File: config.mk
export PLATFORM = sky130hd
export DESIGN_NAME = core_store_unit
export DESIGN_NICKNAME = d
export VERILOG_FILES = /design/src/rtl/core_store_unit.sv
export SDC_FILE = /design/constraint.sdc
export NUM_CORES = 1
export LEC_CHECK = 0
export CAP_MARGIN = 0
export CORE_MARGIN = 4
export CORE_UTILIZATION = 38
export CTS_CLUSTER_DIAMETER = 120
export DETAILED_ROUTE_END_ITERATION = 7
export PLACE_DENSITY = 0.76
export SYNTH_ARGS = -nofsm -noshare
export SYNTH_HDL_FRONTEND = slang
export SYNTH_SLANG_ARGS = --single-unit
export TNS_END_PERCENT = 5
File: constraint.sdc
create_clock -name i_clk -period 1.4 [get_ports i_clk]
set_input_delay 0.21 -clock i_clk [delete_from_list [all_inputs] [get_ports i_clk]]
set_output_delay 0.21 -clock i_clk [all_outputs]
set_load 0.03 [all_outputs]
File: src/rtl/core_store_unit.sv
// core_store_unit: store-side data memory write port.
// Takes one store per handshake, checks alignment, lane-replicates data,
// builds byte enables and runs a req/gnt/ack write to data memory.
module core_store_unit #(
    parameter int unsigned XLEN = 32
) (
    input  logic            i_clk,
    input  logic            i_rst,
    input  logic            i_st_valid,
    input  logic [1:0]      i_d_size,
    input  logic [XLEN-1:0] i_addr,
    input  logic [XLEN-1:0] i_st_data,
    output logic            o_st_ready,
    output logic            o_stall,
    output logic            o_misaligned,
    output logic [XLEN-1:0] o_misaligned_addr,
    output logic            o_bus_err,
    output logic            o_dmem_req,
    output logic [XLEN-1:0] o_dmem_addr,
    output logic [XLEN-1:0] o_dmem_wdata,
    output logic [3:0]      o_dmem_be,
    input  logic            i_dmem_gnt,
    input  logic            i_dmem_ack,
    input  logic            i_dmem_err
);

    localparam int unsigned BE_W  = 4;
    localparam int unsigned OFF_W = 2;

    localparam logic [1:0] SZ_BYTE = 2'b00;
    localparam logic [1:0] SZ_HALF = 2'b01;

    typedef enum logic [1:0] {
        IDLE     = 2'd0,
        REQ      = 2'd1,
        WAIT_ACK = 2'd2
    } state_t;

    state_t state;
    state_t state_next;

    logic            accept;
    logic            aligned;
    logic            complete;
    logic [XLEN-1:0] lane_data;
    logic [BE_W-1:0] lane_be;
    logic [OFF_W-1:0] offset;

    assign offset = i_addr[OFF_W-1:0];

    // Size decode: alignment check, lane replication and byte enables.
    // Reserved size 2'b10 falls through to the word case.
    always_comb begin
        lane_data = i_st_data;
        lane_be   = BE_W'(4'b1111);
        aligned   = (offset == 2'b00);
        case (i_d_size)
            SZ_BYTE: begin
                lane_data = {4{i_st_data[7:0]}};
                lane_be   = BE_W'(4'b0001) << offset;
                aligned   = 1'b1;
            end
            SZ_HALF: begin
                lane_data = {2{i_st_data[15:0]}};
                lane_be   = offset[1] ? BE_W'(4'b1100) : BE_W'(4'b0011);
                aligned   = ~offset[0];
            end
            default: begin
            end
        endcase
    end

    // FSM state register.
    always_ff @(posedge i_clk) begin
        if (i_rst) begin
            state <= IDLE;
        end else begin
            state <= state_next;
        end
    end

    // FSM next state, handshake and bus request decode.
    always_comb begin
        state_next = state;
        o_st_ready = 1'b0;
        o_dmem_req = 1'b0;
        accept     = 1'b0;
        complete   = 1'b0;
        case (state)
            IDLE: begin
                o_st_ready = ~i_rst;
                accept     = i_st_valid & ~i_rst;
                if (accept && aligned) begin
                    state_next = REQ;
                end
            end
            REQ: begin
                o_dmem_req = 1'b1;
                if (i_dmem_gnt) begin
                    if (i_dmem_ack) begin
                        complete   = 1'b1;
                        state_next = IDLE;
                    end else begin
                        state_next = WAIT_ACK;
                    end
                end
            end
            WAIT_ACK: begin
                if (i_dmem_ack) begin
                    complete   = 1'b1;
                    state_next = IDLE;
                end
            end
            default: begin
                state_next = IDLE;
            end
        endcase
    end

    assign o_stall = i_st_valid & ~o_st_ready;

    // Transaction payload captured on every accepted store; held until the next.
    always_ff @(posedge i_clk) begin
        if (i_rst) begin
            o_dmem_addr  <= '0;
            o_dmem_wdata <= '0;
            o_dmem_be    <= '0;
        end else if (accept) begin
            o_dmem_addr  <= {i_addr[XLEN-1:OFF_W], OFF_W'(0)};
            o_dmem_wdata <= lane_data;
            o_dmem_be    <= lane_be;
        end
    end

    // Status pulses: misaligned drop and error completion.
    always_ff @(posedge i_clk) begin
        if (i_rst) begin
            o_misaligned      <= 1'b0;
            o_misaligned_addr <= '0;
            o_bus_err         <= 1'b0;
        end else begin
            o_misaligned <= accept & ~aligned;
            o_bus_err    <= complete & i_dmem_err;
            if (accept && !aligned) begin
                o_misaligned_addr <= i_addr;
            end
        end
    end

endmodule

; ---- Word level (Yosys, flattened, before mapping)
; Cells that the tools add are included.
[totals]
output_inout_bits = 105
inputBits = 72
regBits = 102
[classes]
bitwise_logic = 8
mux = 15
shifts = 1
reduce_logical = 7
eq_ne = 6
[ops]
columns = cell, n
row1 = $pmux W32 S2, 1
row2 = $mux W2, 4
row3 = $pmux W4 S2, 1
row4 = $logic_not A2 Y1, 3
row5 = $ne A2 B2 Y1 const B, 3
row6 = $pmux W2 S3, 1
row7 = $mux W1, 5
row8 = $and A1 B1 Y1, 4
row9 = $eq A2 B1 Y1 const B, 2
row10 = $mux W4, 1
row11 = $not A1 Y1, 4
row12 = $pmux W1 S2, 2
row13 = $shl A1 B2 Y4 const A, 1
row14 = $reduce_and A3 Y1, 1
row15 = $eq A2 B2 Y1 const B, 1
row16 = $logic_and A1 B1 Y1, 2
row17 = $logic_not A1 Y1, 1

; ---- Logic depth before layout (Yosys ltp)
[logic_depth]
word_depth = 5
ltp_mapped = 8
ltp_nobuf = 7

; ---- Least setup slack after synthesis
; No wires, ideal clock.
[synth_timing]
kind = register to register
startpoint = register state[0]
endpoint = register o_dmem_wdata[20]
arrival_ns = 1.632
path_stages_with_launch = 9
synth_period_minus_slack_ns = 1.712
slack_ns = -0.312
required_time_ns = 1.320
path_cell_list = dfxtp_1 > inv_1 > ha_1 > nor2b_2 > and2_1 > buf_6 > buf_12 > nor2_2 > a211oi_2
[synth_between]
elab_chain_cells = 2
[synth_rtl]
columns = element, line_no
row1 = from (decl), 39  ; state_t state;
row2 = from (signal assigned), 78  ; state <= state_next;
row3 = $logic_not A2 Y1, 89  ; case (state)
row4 = $mux W1, 89
row5 = to (signal assigned), 130  ; o_dmem_wdata <= lane_data;
row6 = to (decl), 20  ; output logic [XLEN-1:0] o_dmem_wdata,
; Every way passes these cells.
; A chain may end at the register's enable or synchronous reset.

; ---- Final worst setup path
[layout_timing]
startpoint = register state[1]
endpoint = output port o_stall
[layout_between]
elab_chain_cells = 4
[layout_rtl]
columns = element, line_no
row1 = $logic_not A2 Y1, 89
row2 = $mux W1, 89
row3 = $not A1 Y1, 120  ; assign o_stall = i_st_valid & ~o_st_ready;
row4 = $and A1 B1 Y1, 120
row5 = to (decl), 14  ; output logic o_stall,
; Every way passes these cells.

==> flow_summary.json <==
{
  "status": "finished, violations left",
  "violations": "setup timing",
  "setup_ws_ns": -0.269,
  "finalPower_mw": 8.42,
  "io_buffers": 174,
  "cp_max_fo": 2,
  "yosysSeqAreaShare": 0.490,
  "worstSetupEndpointType": "primary output",
  "clkLatencyLatePin_ns": 0.37,
  "num_antenna_cells": 0,
  "synth_area_um2": 4170,
  "rsz0062_at_grt": "yes",
  "numCtsBuffers": 9,
  "antenna_found_initial": 0,
  "clk_path_buf_depth": 2,
  "final_max_slew_viol_count": 0,
  "row_count": 37,
  "required_ns": 1.19,
  "dp.final_hpwl_um": 9700,
  "place_congestion": 0.791,
  "ys_top_cells_by_count": "nand2_1 (141), dfxtp_1 (102), nand3b_1 (58)",
  "dieArea_um2": 12700,
  "ys_seq_elements": 102,
  "relSlewSlack": 0.585,
  "maxClockFrequency_mhz": 599,
  "drt_iter0_drc": 204,
  "synth.largest_area_cell": "dfxtp_1",
  "synth_top_area_frac": 0.490,
  "grt-ovfl-total": 0,
  "htree_levels": 3,
  "drtAntennaViolNets": 0,
  "synth.most_common_cell": "nand2_1",
  "route.met2.wl_um": 6500,
  "worstSetupPathType": "register to primary output",
  "die_h_um": 113,
  "drive_gt1_frac": 0.132,
  "syn_to_final_growth_pct": 53.3,
  "route.detailed.drc": 0,
  "core_area_um2": 10500,
  "wl_met1_um": 5130,
  "cts.sinks": 102,
  "leakage_nw": 2.93,
  "postLayoutCellArea_um2": 6390,
  "hp-class": "input pin to register",
  "vias": 3943,
  "io_pins": 177,
  "peakVddDrop_uv": 695,
  "nFillCells": 951,
  "cts_tree": "done",
  "max-cap-violations": 0,
  "clockRootBuffer": "clkbuf_8",
  "power_density_nw_per_um2": 1320,
  "tightestPinTransition_ns": 0.623,
  "top_layer": "met4",
  "ys.warnings.count": 0,
  "synth-edff-count": 0,
  "synth.distinct_cells": 30,
  "dieWidth_um": 113,
  "syn_inst": 482,
  "fin_nets": 737,
  "grt_pass1_wl_um": 20500,
  "grt_pass1_vias": 4088,
  "placed_area_um2": 6150,
  "wl_met3_um": 1090,
  "crit_path_start_kind": "register",
  "fin_cells": 802,
  "setup_violations": 78,
  "wirelength_um": 12900,
  "synthesis.area_per_instance_um2": 8.64,
  "via_per_inst": 4.92,
  "multi_input_area_um2": 1980,
  "track_usage": 0.198,
  "async_flop_share": 0,
  "initial_core_util": 0.396,
  "wl_per_cell_um": 16.1,
  "clk_pin_slew_ns": 0.10,
  "synth_ff_type": "dfxtp_1",
  "post-route-min-period_ns": 1.67,
  "grt_max_degree": 71,
  "placed_cells": 780,
  "fin_util": 0.608,
  "period_share": 1.19,
  "regArea_um2": 2040,
  "ys_top_cells_by_area": "dfxtp_1 (49%), nand2_1 (13%), nand3b_1 (10%)",
  "drtPass1Iterations": 4,
  "worst_ep_arrival_time_ns": 1.46,
  "fin_skew_ns": 0.0146,
  "hold_viol": 0
}
layout make-up:
type                       instances  area share
tap                              136      0.0266
timing repair buffer             205       0.307
sequential                       102       0.320
clock inverter                     6     0.00999
clock buffer                      10      0.0215
inverter                           6     0.00392
multi-input combinational        337       0.311
stage by stage:
stage | setup WS, ns | TNS (ns) | hold WS, ns
2_1_floorplan | -0.0515 | -1.13 | 0.309
3_3_place_gp | -0.187 | -11.10 | 0.442
3_5_place_dp | -0.240 | -15.74 | 0.447
4_1_cts | -0.283 | -3.51 | 0.377
5_1_grt | -0.339 | -9.26 | 0.400
6_report | -0.269 | -3.11 | 0.392
cell families after synthesis:
logic type / Yosys count / share of synthesized area
DFF: 102 / 0.490
other: 1 / 0.000900
adders and majority gates: 4 / 0.0120
buffers and inverters: 44 / 0.0565
AOI/OAI and AO/OA: 77 / 0.105
muxes: 26 / 0.0625
and+or+nand+nor: 228 / 0.273
repair_timing:
action,CTS,global route
gates resized for setup,110,43
pin swaps,5,3
setup buffers,4,3
endpoints found under the setup margin,141,117
hold buffers,0,0
final timing paths:
path | startpoint | endpoint | slack, ns | cells after the start
max | state[1]$_SDFFE_PP0P_ | o_stall | -0.27 | 6
min reg2reg | o_misaligned_addr[16]$_SDFFE_PP0P_ | o_misaligned_addr[16]$_SDFFE_PP0P_ | 0.46 | 2
max reg2reg | state[1]$_SDFFE_PP0P_ | o_dmem_wdata[16]$_SDFFE_PP0P_ | -0.14 | 8
min | i_rst | state[1]$_SDFFE_PP0P_ | 0.39 | 4
sequential cells by signal, indices dropped and copies added (netlist names):
| name | flops |
|---|---|
| o_dmem_wdata | 32 |
| state | 2 |
| o_dmem_be | 4 |
| o_dmem_addr | 30 |
| o_bus_err | 1 |
| o_misaligned_addr | 32 |
| o_misaligned | 1 |
cell usage in the layout, fill, tap and decap left out, types with 2 or more instances in the layout:
cell and count:
o21ai_0 16, clkdlybuf4s50_1 70, a211oi_2 4, inv_2 4
dlygate4sd2_1 79, clkbuf_8 10, buf_6 6, dfxtp_2 2
nand3b_1 58, clkbuf_2 2, a21oi_1 34, clkdlybuf4s15_1 19
nor2_1 12, nand2_1 141, o22ai_1 2, nand4b_1 2
buf_12 7, a211oi_1 4, conb_1 2, o21ai_1 5
inv_8 2, nor2_2 5, a21oi_2 10, nand2b_1 4
ha_4 3, mux2i_1 26, dfxtp_1 100, buf_4 21
worst max-delay path, cell delays in order, from the launching register on:
cell     delay [ns]
dfxtp_2        0.35
inv_2          0.05
ha_4           0.15
nor2b_4        0.12
buf_6          0.11
and2b_1        0.19
buf_6          0.13
where the power goes:
group          total [mW]  switching [mW]  internal [mW]
Clock                1.86            1.11          0.746
Sequential           3.58           0.243           3.34
Combinational        2.99            1.81           1.18
Total                8.42            3.16           5.26
metal layers:
metal | global-route usage | vias to the layer above
met1 | 0.224 | 1847
met2 | 0.350 | 126
met5 | 0 | -
li1 | - | 1953
met3 | 0.0690 | 17
met4 | 0.0593 | 0
(Power assumes the default switching activity.)
